### src/rtl/pipe_pkg.sv
// Shared definitions for the five-stage core's pipeline sequencing logic:
// FSM encodings, datapath widths and the bundle of per-stage control outputs.
package pipe_pkg;

  localparam int REG_ADDR_W  = 3;
  localparam int DATA_W      = 16;
  localparam int STALL_CNT_W = 16;

  typedef enum logic [1:0] {
    ST_RUN   = 2'd0,
    ST_FLUSH = 2'd1,
    ST_IMISS = 2'd2,
    ST_DMISS = 2'd3
  } state_e;

  typedef struct packed {
    logic pc_en;
    logic ifid_en;
    logic ifid_flush;
    logic idex_en;
    logic idex_bubble;
    logic exmem_en;
    logic memwb_en;
  } ctrl_t;

  // Canonical control patterns, one per pipeline situation.
  localparam ctrl_t CTRL_RUN      = '{1'b1, 1'b1, 1'b0, 1'b1, 1'b0, 1'b1, 1'b1};
  localparam ctrl_t CTRL_RESET    = '{1'b0, 1'b0, 1'b1, 1'b0, 1'b1, 1'b0, 1'b0};
  localparam ctrl_t CTRL_FREEZE   = '{1'b0, 1'b0, 1'b0, 1'b0, 1'b0, 1'b0, 1'b0};
  localparam ctrl_t CTRL_FLUSH    = '{1'b1, 1'b1, 1'b1, 1'b1, 1'b1, 1'b1, 1'b1};
  localparam ctrl_t CTRL_LOAD_USE = '{1'b0, 1'b0, 1'b0, 1'b1, 1'b1, 1'b1, 1'b1};
  localparam ctrl_t CTRL_IMISS    = '{1'b0, 1'b1, 1'b1, 1'b1, 1'b0, 1'b1, 1'b1};

endpackage

### src/rtl/pipe_hazard_detect.sv
// Load-use hazard comparator: a load in ID_EX whose destination feeds a
// source operand of the instruction waiting in IF_ID.
module pipe_hazard_detect
  import pipe_pkg::*;
(
  input  logic [REG_ADDR_W-1:0] ifid_rs_i,
  input  logic [REG_ADDR_W-1:0] ifid_rt_i,
  input  logic                  ifid_use_rt_i,
  input  logic                  idex_mem_read_i,
  input  logic [REG_ADDR_W-1:0] idex_rt_i,
  output logic                  load_use_o
);

  logic rs_match;
  logic rt_match;

  // Register 0 is compared like any other; a spurious stall is harmless.
  assign rs_match   = (idex_rt_i == ifid_rs_i);
  assign rt_match   = ifid_use_rt_i && (idex_rt_i == ifid_rt_i);
  assign load_use_o = idex_mem_read_i && (rs_match || rt_match);

endmodule

### src/rtl/pipe_hazard_ctrl.sv
// Pipeline sequencing controller: arbitrates data-miss, taken-branch, load-use
// and instruction-miss stalls into per-stage enables and flush/bubble controls.
module pipe_hazard_ctrl
  import pipe_pkg::*;
#(
  parameter int P_BR_PENALTY   = 2,
  parameter int P_MISS_TIMEOUT = 255
) (
  input  logic                   inp_clk,
  input  logic                   inp_rstn,
  input  logic [REG_ADDR_W-1:0]  inp_ifid_rs,
  input  logic [REG_ADDR_W-1:0]  inp_ifid_rt,
  input  logic                   inp_ifid_useRt,
  input  logic                   inp_idex_memRead,
  input  logic [REG_ADDR_W-1:0]  inp_idex_rt,
  input  logic                   inp_branch_taken,
  input  logic                   inp_imem_hit,
  input  logic                   inp_dmem_req,
  input  logic                   inp_dmem_hit,
  output logic                   out_pc_en,
  output logic                   out_ifid_en,
  output logic                   out_ifid_flush,
  output logic                   out_idex_en,
  output logic                   out_idex_bubble,
  output logic                   out_exmem_en,
  output logic                   out_memwb_en,
  output logic [1:0]             out_state,
  output logic [STALL_CNT_W-1:0] out_stall_cnt,
  output logic                   out_err
);

  localparam logic [3:0]  FLUSH_LOAD = 4'(P_BR_PENALTY - 1);
  localparam logic [15:0] TIMEOUT    = 16'(P_MISS_TIMEOUT);

  state_e                 state_q, state_d;
  state_e                 saved_q, saved_d;
  state_e                 eff_state;
  logic [3:0]             flush_cnt_q, flush_cnt_d;
  logic [15:0]            wait_cnt_q, wait_cnt_d;
  logic [15:0]            wait_inc;
  logic [STALL_CNT_W-1:0] stall_cnt_q;
  logic                   err_q, err_d;
  logic                   dmiss;
  logic                   load_use;
  ctrl_t                  ctrl;

  pipe_hazard_detect u_detect (
    .ifid_rs_i       (inp_ifid_rs),
    .ifid_rt_i       (inp_ifid_rt),
    .ifid_use_rt_i   (inp_ifid_useRt),
    .idex_mem_read_i (inp_idex_memRead),
    .idex_rt_i       (inp_idex_rt),
    .load_use_o      (load_use)
  );

  assign dmiss = inp_dmem_req && !inp_dmem_hit;

  // NOTE: every variable gets a default before any branch, so no path can
  // leave one unassigned and infer a latch.
  always_comb begin
    state_d     = state_q;
    saved_d     = saved_q;
    flush_cnt_d = flush_cnt_q;
    wait_cnt_d  = wait_cnt_q;
    err_d       = err_q;
    ctrl        = CTRL_RUN;
    eff_state   = state_q;
    // Frozen cycles counted so far, including the one being decided now.
    wait_inc    = ((state_q == ST_DMISS) ? wait_cnt_q : 16'd0) + 16'd1;

    if (dmiss) begin
      ctrl = CTRL_FREEZE;
      if (state_q != ST_DMISS) saved_d = state_q;
      if (wait_inc >= TIMEOUT) begin
        err_d       = 1'b1;
        state_d     = ST_RUN;
        wait_cnt_d  = '0;
        flush_cnt_d = '0;
      end else begin
        state_d    = ST_DMISS;
        wait_cnt_d = wait_inc;
      end
    end else begin
      // A completed data access resumes whatever the freeze interrupted.
      wait_cnt_d = '0;
      eff_state  = (state_q == ST_DMISS) ? saved_q : state_q;
      state_d    = eff_state;
      if (inp_branch_taken) begin
        ctrl = CTRL_FLUSH;
        if (P_BR_PENALTY > 1) begin
          state_d     = ST_FLUSH;
          flush_cnt_d = FLUSH_LOAD;
        end else begin
          state_d = ST_RUN;
        end
      end else begin
        unique case (eff_state)
          ST_FLUSH: begin
            ctrl = CTRL_FLUSH;
            if (flush_cnt_q <= 4'd1) begin
              state_d     = ST_RUN;
              flush_cnt_d = '0;
            end else begin
              flush_cnt_d = flush_cnt_q - 4'd1;
            end
          end
          ST_RUN: begin
            if (load_use) begin
              ctrl = CTRL_LOAD_USE;
            end else if (!inp_imem_hit) begin
              ctrl    = CTRL_IMISS;
              state_d = ST_IMISS;
            end
          end
          ST_IMISS: begin
            if (!inp_imem_hit) ctrl = CTRL_IMISS;
            else               state_d = ST_RUN;
          end
          default: state_d = ST_RUN;
        endcase
      end
    end

    if (!inp_rstn) ctrl = CTRL_RESET;
  end

  // NOTE: synchronous reset, and non-blocking assignments so every register
  // samples the pre-edge value of every other.
  always_ff @(posedge inp_clk) begin
    if (!inp_rstn) begin
      state_q     <= ST_RUN;
      saved_q     <= ST_RUN;
      flush_cnt_q <= '0;
      wait_cnt_q  <= '0;
      stall_cnt_q <= '0;
      err_q       <= 1'b0;
    end else begin
      state_q     <= state_d;
      saved_q     <= saved_d;
      flush_cnt_q <= flush_cnt_d;
      wait_cnt_q  <= wait_cnt_d;
      err_q       <= err_d;
      if (!ctrl.pc_en && (stall_cnt_q != '1)) stall_cnt_q <= stall_cnt_q + 1'b1;
    end
  end

  assign out_pc_en       = ctrl.pc_en;
  assign out_ifid_en     = ctrl.ifid_en;
  assign out_ifid_flush  = ctrl.ifid_flush;
  assign out_idex_en     = ctrl.idex_en;
  assign out_idex_bubble = ctrl.idex_bubble;
  assign out_exmem_en    = ctrl.exmem_en;
  assign out_memwb_en    = ctrl.memwb_en;
  assign out_state       = state_q;
  assign out_stall_cnt   = stall_cnt_q;
  assign out_err         = err_q;

endmodule

### config.mk
export PLATFORM = sky130hd
export DESIGN_NAME = pipe_hazard_ctrl
export DESIGN_NICKNAME = d
export VERILOG_FILES = /design/src/rtl/pipe_pkg.sv /design/src/rtl/pipe_hazard_detect.sv /design/src/rtl/pipe_hazard_ctrl.sv
export SDC_FILE = /design/constraint.sdc
export NUM_CORES = 1
export LEC_CHECK = 0
export CAP_MARGIN = 40
export CORE_UTILIZATION = 52
export CTS_BUF_LIST = sky130_fd_sc_hd__clkbuf_16
export DETAILED_ROUTE_END_ITERATION = 12
export PLACE_DENSITY = 0.84
export SYNTH_ARGS = -nofsm -noshare
export SYNTH_HDL_FRONTEND = slang
export SYNTH_SLANG_ARGS = --single-unit
### constraint.sdc
create_clock -name inp_clk -period 3 [get_ports inp_clk]
set_input_delay 0.6 -clock inp_clk [delete_from_list [all_inputs] [get_ports inp_clk]]
set_output_delay 0.6 -clock inp_clk [all_outputs]
set_load 0.03 [all_outputs]
==> qor.log, run 1 <==
[outcome] result of the run finished clean
[clock_network] TritonCTS clock tree built
[power_and_ir_drop] Combinational Power Share 14.9%
[finish] layout overhead on the synthesized area 27.9%
[route] remaining routing DRC violations 0
[job] max-capacitance violation count 0
[sta] Final Skew 0.00272 ns
[route] Iteration-0 DRC Markers 195
[finish] number of nets in the layout 349
[clock_network] total clock sinks 41
[floorplanning] initial core utilization 56.0%
[setup_path] Setup crit end kind primary output
[yosys] cell types with the largest area share after synthesis dfxtp_1 (35%), a21oi_1 (5.0%), nand3_1 (3.7%)
[global_routing] pin count of the biggest net entering global routing 31
[floorplanning] DIE AREA 4730 um^2
[yosys] syn_area_per_cell 8.35 um^2
[yosys] Async S/R FF share, synth 0%
[yosys] cell count after synthesis 278
[setup_path] launching element of the worst setup path inp_idex_rt[1]
[power_and_ir_drop] relative contribution of the clock network to total power 42.9%
[power_and_ir_drop] share of power burned in registers 42.1%
[sta] count of final max-slew check failures 0
[clock_network] source-to-sink clock delay at the later pin of the worst-skew pair 0.28 ns
[sta] maximum operating frequency 348 MHz
[global_routing] global-route track usage on met3 5.76%
[clock_network] CTS Buf Count 5
[global_routing] vias in the first global route 1,965
[setup_path] Crit Path Category primary input to primary output
[setup_path] critical path fanouts, max 4
[sta] post-layout minimum cycle time 2.87 ns
[placed_design] detailed placement HPWL 3990 um
[power_and_ir_drop] fraction of power spent switching nets 25.1%
[floorplanning] Placement Rows 23
[power_and_ir_drop] leak pwr 1.05 nW
[setup_path] arrival time reported for the critical path endpoint 2.27 ns
[route] count of vias placed by the detailed router 2,310
[power_and_ir_drop] worst supply voltage drop on vdd 0.336 mV
[floorplanning] Core Region 4140 um^2
[setup_path] Critical path buffers and inverters 3
[power_and_ir_drop] post-route total power 1.38 mW
[yosys] Post-synth EDFFs 0
[finish] ANT cells 0
[sta] Worst Hold Slack 0.489 ns
[power_and_ir_drop] Internal Dissipation 1.03 mW
[floorplanning] IO Count 43
[finish] fraction of layout instances using a drive strength above 1 9.76%
[floorplanning] overall die height 68.8 um
[sta] RSZ-0062 raised after global routing no
[yosys] Yosys top cell area share 35.4%
[global_routing] total track usage 24.4%
[setup_path] cell with the largest stage delay on the worst path clkdlybuf4s50_1
[setup_path] Largest delay share family, worst path buffers and inverters
[yosys] synth warn 0
[clock_network] clock slew at the register clock pins of the worst setup and hold paths 0.06 ns
[route] WL/cell 15.0 um
[sta] setup violators final 0
[floorplanning] Die Width 68.8 um
[route] Post-DRT Antenna Nets 0
[setup_path] crit-path cells clkdlybuf4s50_1 -> xnor2_1 -> nand4_1 -> a21oi_2 -> buf_4 -> nand2b_1 -> a21oi_1 -> dlygate4sd2_1
[global_routing] total gr overflow 0
[global_routing] initial antenna violation count 0
[placed_design] weighted congestion reported at the end of routability-driven placement 0.820
[yosys] number of register bits inferred by synthesis 41
[sta] max_slew headroom 52.2%
[clock_network] Post-CTS Hold Buffers 0
[yosys] unique cell type count in the Yosys netlist 55
[setup_path] delay contributed by the slowest stage of the critical path 0.50 ns
[global_routing] wire length of the first global-routing pass 8610 um
[yosys] Post-synth top cells dfxtp_1 (41), a21oi_1 (23), nand2_1 (17), nand3_1 (17), o21ai_0 (15)
[setup_path] data required time of the critical path 2.40 ns
[sta] final worst path period share 95.7%
[sta] actual slew at the worst max-slew pin 0.711 ns
[power_and_ir_drop] power per cell area 466 nW/um^2
[route] DR vias/cell 6.11
[global_routing] met2 usage 43.3%
[setup_path] worst reg2reg path startpoint out_state[1]
[hold_path] classification of the worst-slack hold path flop to flop
[clock_network] Post CTS Setup Buffer Count 0
[clock_network] cell at the root of the clock tree clkbuf_16
[yosys] post-synthesis cell area 2320 um^2
[sta] post-route setup TNS 0 ns
[yosys] most numerous cell in the Yosys netlist dfxtp_1
[yosys] cell accounting for the most synthesized area dfxtp_1
[clock_network] maximum root-to-sink buffer count 2
[clock_network] total number of H-tree levels 2
[setup_path] critical path launch point type primary input
[route] final wirelength 5690 um
[power_and_ir_drop] sw power 0.347 mW
[route] number of optimization iterations in the first detailed-route pass 4
[placed_design] number of input and output port buffers inserted 42
[sta] total count of hold-check failures in the final report 0
[yosys] most frequently used flop master after synthesis dfxtp_1
[global_routing] most utilized layer in the global route result met2
[global_routing] global routing usage on met1 29.5%
[yosys] sequential area share after synthesis 35.4%
[hold_path] min-delay src out_stall_cnt[7]
-- sequential cells by signal (all words and copies together) (netlist names) --
register,flops
out_state,2
saved_q,2
flush_cnt_q,4
wait_cnt_q,16
out_stall_cnt,16
out_err,1
-- cells in the final DEF (no fill, tap or decap), drive strengths merged, types with 2 or more instances in the layout --
cell type,synthesis,final
dfxtp,41,41
clkdlybuf4s50,0,35
a21oi,23,23
nand3,20,20
nand2,17,17
o21ai,16,16
nor2,13,13
buf,5,13
o31ai,12,12
nor3,10,10
inv,8,9
or3,9,9
nand2b,8,8
conb,1,8
nand4,8,8
and3,7,7
xnor2,7,7
xor2,6,6
or4,6,6
clkbuf,10,6
o211ai,5,5
ha,5,5
a211oi,4,4
nor4,4,4
mux2i,4,4
o41ai,4,4
and2,3,3
nor2b,2,2
nand4b,2,2
o31a,2,2
-- what timing repair did --
item | 4_1_cts | 5_1_grt
pin swaps | 0 | 0
setup endpoints to repair | 2 | 1
gates resized for setup | 3 | 3
-- path summary, 6_finish.rpt --
kind	depth (start not counted)	slack [ns]	endpoint
setup reg to reg	8	0.43	wait_cnt_q[6]
hold / removal	2	0.49	out_stall_cnt[7]
hold reg to reg	2	0.49	out_stall_cnt[7]
setup / recovery	8	0.13	out_pc_en
-- cell type report --
| class | instances | area (um^2) |
|---|---|---|
| Clock buffer | 5 | 125 |
| Sequential cell | 41 | 821 |
| Tap cell | 50 | 62.6 |
| Multi-Input combinational cell | 221 | 1430 |
| Inverter | 8 | 30.0 |
| Fill cell | 333 | 1180 |
| Clock inverter | 3 | 37.5 |
| Timing Repair Buffer | 50 | 462 |
-- stage by stage --
step	setup WS [ns]	util, %	instance area [um^2]	std cells
after floorplan	0.500	-	2350	285
after detailed placement	-0.238	67.8	2810	370
final	0.128	71.6	2970	378
after global placement	-0.240	67.8	2810	370
after global routing	0.0208	71.6	2970	378
after CTS	0.0476	71.7	2970	378
-- layer usage --
layer | vias up | routed length (um)
met5 | - | 0
met4 | 0 | 61
met3 | 8 | 301
met2 | 73 | 2770
met1 | 1093 | 2550
li1 | 1136 | -
-- power by group through the flow --
stage | combinational, mW | clock, mW | sequential [mW]
global route | 0.222 | 0.622 | 0.585
global placement | 0.202 | 0 | 0.593
detailed placement | 0.204 | 0 | 0.593
finish | 0.206 | 0.593 | 0.582
CTS | 0.205 | 0.601 | 0.582
floorplan | 0.112 | 0 | 0.605
-- worst min-delay path: stages, from the launching register on --
cell	delay, ns
dfxtp_1	0.32
o31ai_1	0.07
a21oi_1	0.06
-- cells by family (layout without fill, tap and decap cells) --
| kind of cell | count (synthesis) | in the layout | share of synthesized area [%] |
|---|---|---|---|
| AO/OA/AOI/OAI | 80 | 80 | 23.2 |
| XOR/XNOR | 13 | 13 | 4.91 |
| adder cells (fa/ha/maj) | 5 | 5 | 2.70 |
| buffers and inverters | 23 | 66 | 4.31 |
| flip-flops | 41 | 41 | 35.4 |
| multiplexers | 5 | 5 | 2.21 |
| other | 1 | 8 | 0.162 |
| AND/OR/NAND/NOR | 110 | 110 | 27.1 |
(Power assumes the default switching activity.)
==> run 2: changes to the inputs <==
- CORE_UTILIZATION: 52 -> 36
- PLACE_DENSITY: 0.84 -> 0.63
==> run 2 against run 1 <==
Effect of this change: via count shrank 2.3%; maximum frequency is 2.3% higher; first-iteration DRC count fell by 52%; sequential power about the same; routed wire length is 1.2% lower; sequential share of layout area fell by 0.28 points; critical path depth rose by 1; largest cell class unchanged.
==> qor.log, run 2 (synthesized netlist as in run 1, its figures left out) <==
[route] WL/cell 13.8 um [-8.2%]
[route] DR vias/cell 5.55 [-9.2%]
[setup_path] Crit Path Category primary input to primary output
[floorplanning] IO Count 43 [unchanged]
[sta] setup violators final 0 [unchanged]
[route] sum of met2 wire segment lengths after detailed routing 2570 um [-7.2%]
[clock_network] Post-CTS Hold Buffers 0 [unchanged]
[clock_network] source-to-sink clock delay at the later pin of the worst-skew pair 0.28 ns [about the same]
[hold_path] classification of the worst-slack hold path flop to flop
[placed_design] weighted congestion reported at the end of routability-driven placement 0.797 [-2.8%]
[sta] final worst path period share 93.6% [-2.2 points]
[floorplanning] initial core utilization 38.3% [-18 points]
[floorplanning] Core Region 6060 um^2 [+46%]
[global_routing] total gr overflow 0 [unchanged]
[placed_design] placed inst area 2870 um^2 [+2.2%]
[job] max-capacitance violation count 0 [unchanged]
[finish] layout overhead on the synthesized area 29.2%
[route] count of vias placed by the detailed router 2,258 [-2.3%]
[setup_path] arrival time reported for the critical path endpoint 2.21 ns [-0.06 ns]
[route] Post-DRT Antenna Nets 0 [unchanged]
[route] Routed met1 length 2770 um [+8.6%]
[sta] Final Skew 0.00997 ns [+0.00724 ns]
[route] Iteration-0 DRC Markers 93 [-52%]
[clock_network] total clock sinks 41 [unchanged]
[finish] fraction of layout instances using a drive strength above 1 11.1% [+1.4 points]
[global_routing] wire length of the first global-routing pass 9550 um [+11%]
[setup_path] Setup crit end kind primary output
[floorplanning] overall die height 82.3 um [+20%]
[power_and_ir_drop] leak pwr 1.06 nW [+0.99%]
[placed_design] number of input and output port buffers inserted 42 [unchanged]
[sta] total count of hold-check failures in the final report 0 [unchanged]
[power_and_ir_drop] power per cell area 433 nW/um^2 [-7.0%]
[global_routing] vias in the first global route 2,111 [+7.4%]
[hold_path] Worst Hold Path Cells 2 [unchanged]
[clock_network] total number of H-tree levels 2 [unchanged]
[global_routing] total track usage 18.1% [-6.3 points]
[global_routing] pin count of the biggest net entering global routing 24 [-23%]
[clock_network] maximum root-to-sink buffer count 2 [unchanged]
[placed_design] detailed placement HPWL 4170 um [+4.4%]
[clock_network] clock slew at the register clock pins of the worst setup and hold paths 0.06 ns [about the same]
[outcome] result of the run finished clean
[sta] count of final max-slew check failures 0 [unchanged]
[route] remaining routing DRC violations 0 [unchanged]
[clock_network] CTS Buf Count 5 [unchanged]
[setup_path] Worst Reg-to-Reg Cells 9 [+1]
[finish] post-layout instance area 3000 um^2 [+1.0%]
[route] number of optimization iterations in the first detailed-route pass 4 [unchanged]
[clock_network] cell at the root of the clock tree clkbuf_16
[floorplanning] DIE AREA 6770 um^2 [+43%]
[finish] number of standard cells in the layout, taps in and fillers out 407 [+7.7%]
[power_and_ir_drop] worst supply voltage drop on vdd 0.240 mV [-29%]
[floorplanning] Die Width 82.3 um [+20%]
[route] final wirelength 5620 um [-1.2%]
[power_and_ir_drop] post-route total power 1.30 mW [-6.1%]
[setup_path] critical path launch point type primary input
[sta] max_slew headroom 53.6% [+1.4 points]
[route] highest metal used met4
[floorplanning] Placement Rows 28 [+22%]
[finish] count of fill cells added during filler insertion 598 [+80%]
[finish] number of nets in the layout 353 [+1.1%]
[route] met3 wire length 246 um [-18%]
[sta] post-layout minimum cycle time 2.81 ns [-0.0658 ns]
[sta] RSZ-0062 raised after global routing no
[finish] ANT cells 0 [unchanged]
[finish] most common cell after layout, fill and taps aside dfxtp_1
[clock_network] TritonCTS clock tree built
[finish] most frequent cells in the layout dfxtp_1 (41), clkdlybuf4s50_1 (35), a21oi_1 (23)
[sta] actual slew at the worst max-slew pin 0.689 ns [-0.0212 ns]
[sta] maximum operating frequency 356 MHz [+2.3%]
[sta] Worst Hold Slack 0.490 ns [+0.00121 ns]
[global_routing] initial antenna violation count 0 [unchanged]
[setup_path] data required time of the critical path 2.40 ns [about the same]
[setup_path] critical path fanouts, max 4 [unchanged]
[placed_design] count of placed standard cells including taps 399 [+7.8%]
run 2: cell count changes in the layout (fill, tap and decap cells not counted), sizes merged:
cell	previous run	this run
bufinv	1	0
clkinv	1	2
clkbuf	6	7
dlygate4sd2	1	0
buf	13	17
run 2: final cells by class:
| class | instances | area (um^2) | area share (%) |
|---|---|---|---|
| multi-input cells | 221 | 1430 | 47.6 |
| flip-flops and latches | 41 | 821 | 27.4 |
| repair buffers | 54 | 488 | 16.3 |
| clock buffers | 5 | 125 | 4.17 |
| well taps | 75 | 93.8 | 3.13 |
| inverters | 8 | 30.0 | 1.00 |
| clock inverters | 3 | 13.8 | 0.459 |
run 2: critical path, cell delays in order:
cell and delay, ns:
clkdlybuf4s50_1 0.45, xnor2_1 0.15, nand4_1 0.09, a21oi_1 0.07
buf_4 0.15, buf_4 0.13, a211oi_1 0.26, o21ai_1 0.12
buf_4 0.18
run 2: metal layers:
| metal | up-vias | GRT usage [%] |
|---|---|---|
| met2 | 49 | 29.6 |
| met4 | 0 | 5.61 |
| li1 | 1148 | - |
| met1 | 1059 | 23.5 |
| met3 | 2 | 4.29 |
| met5 | - | 0 |
run 2: power breakdown:
part	internal (mW)	switching [mW]	leakage, nW
registers	0.562	0.0182	0.335
clock network	0.302	0.204	0.0748
logic	0.0905	0.121	0.650
run 2: stage by stage:
stage               setup TNS, ns  util (%)  worst slack, ns
detailed placement         -0.454      47.3           -0.232
CTS                             0      49.6           0.0202
floorplan                       0         -            0.500
global placement           -0.417      47.3           -0.215
finish                          0      49.5            0.193
global route                    0      49.5           0.0491
run 2: final timing paths:
path                            slack (ns)              end            from
worst min register to register        0.49   flush_cnt_q[1]  flush_cnt_q[1]
worst min-delay path                  0.49   flush_cnt_q[1]  flush_cnt_q[1]
worst max-delay path                  0.19  out_idex_bubble  inp_idex_rt[1]
worst max register to register        0.49    wait_cnt_q[5]    out_state[0]
run 2: timing repair:
| item | 4_1_cts | 5_1_grt |
|---|---|---|
| setup endpoints to repair | 2 | 3 |
| gates resized for setup | 2 | 6 |
| buffers inserted | 0 | 0 |
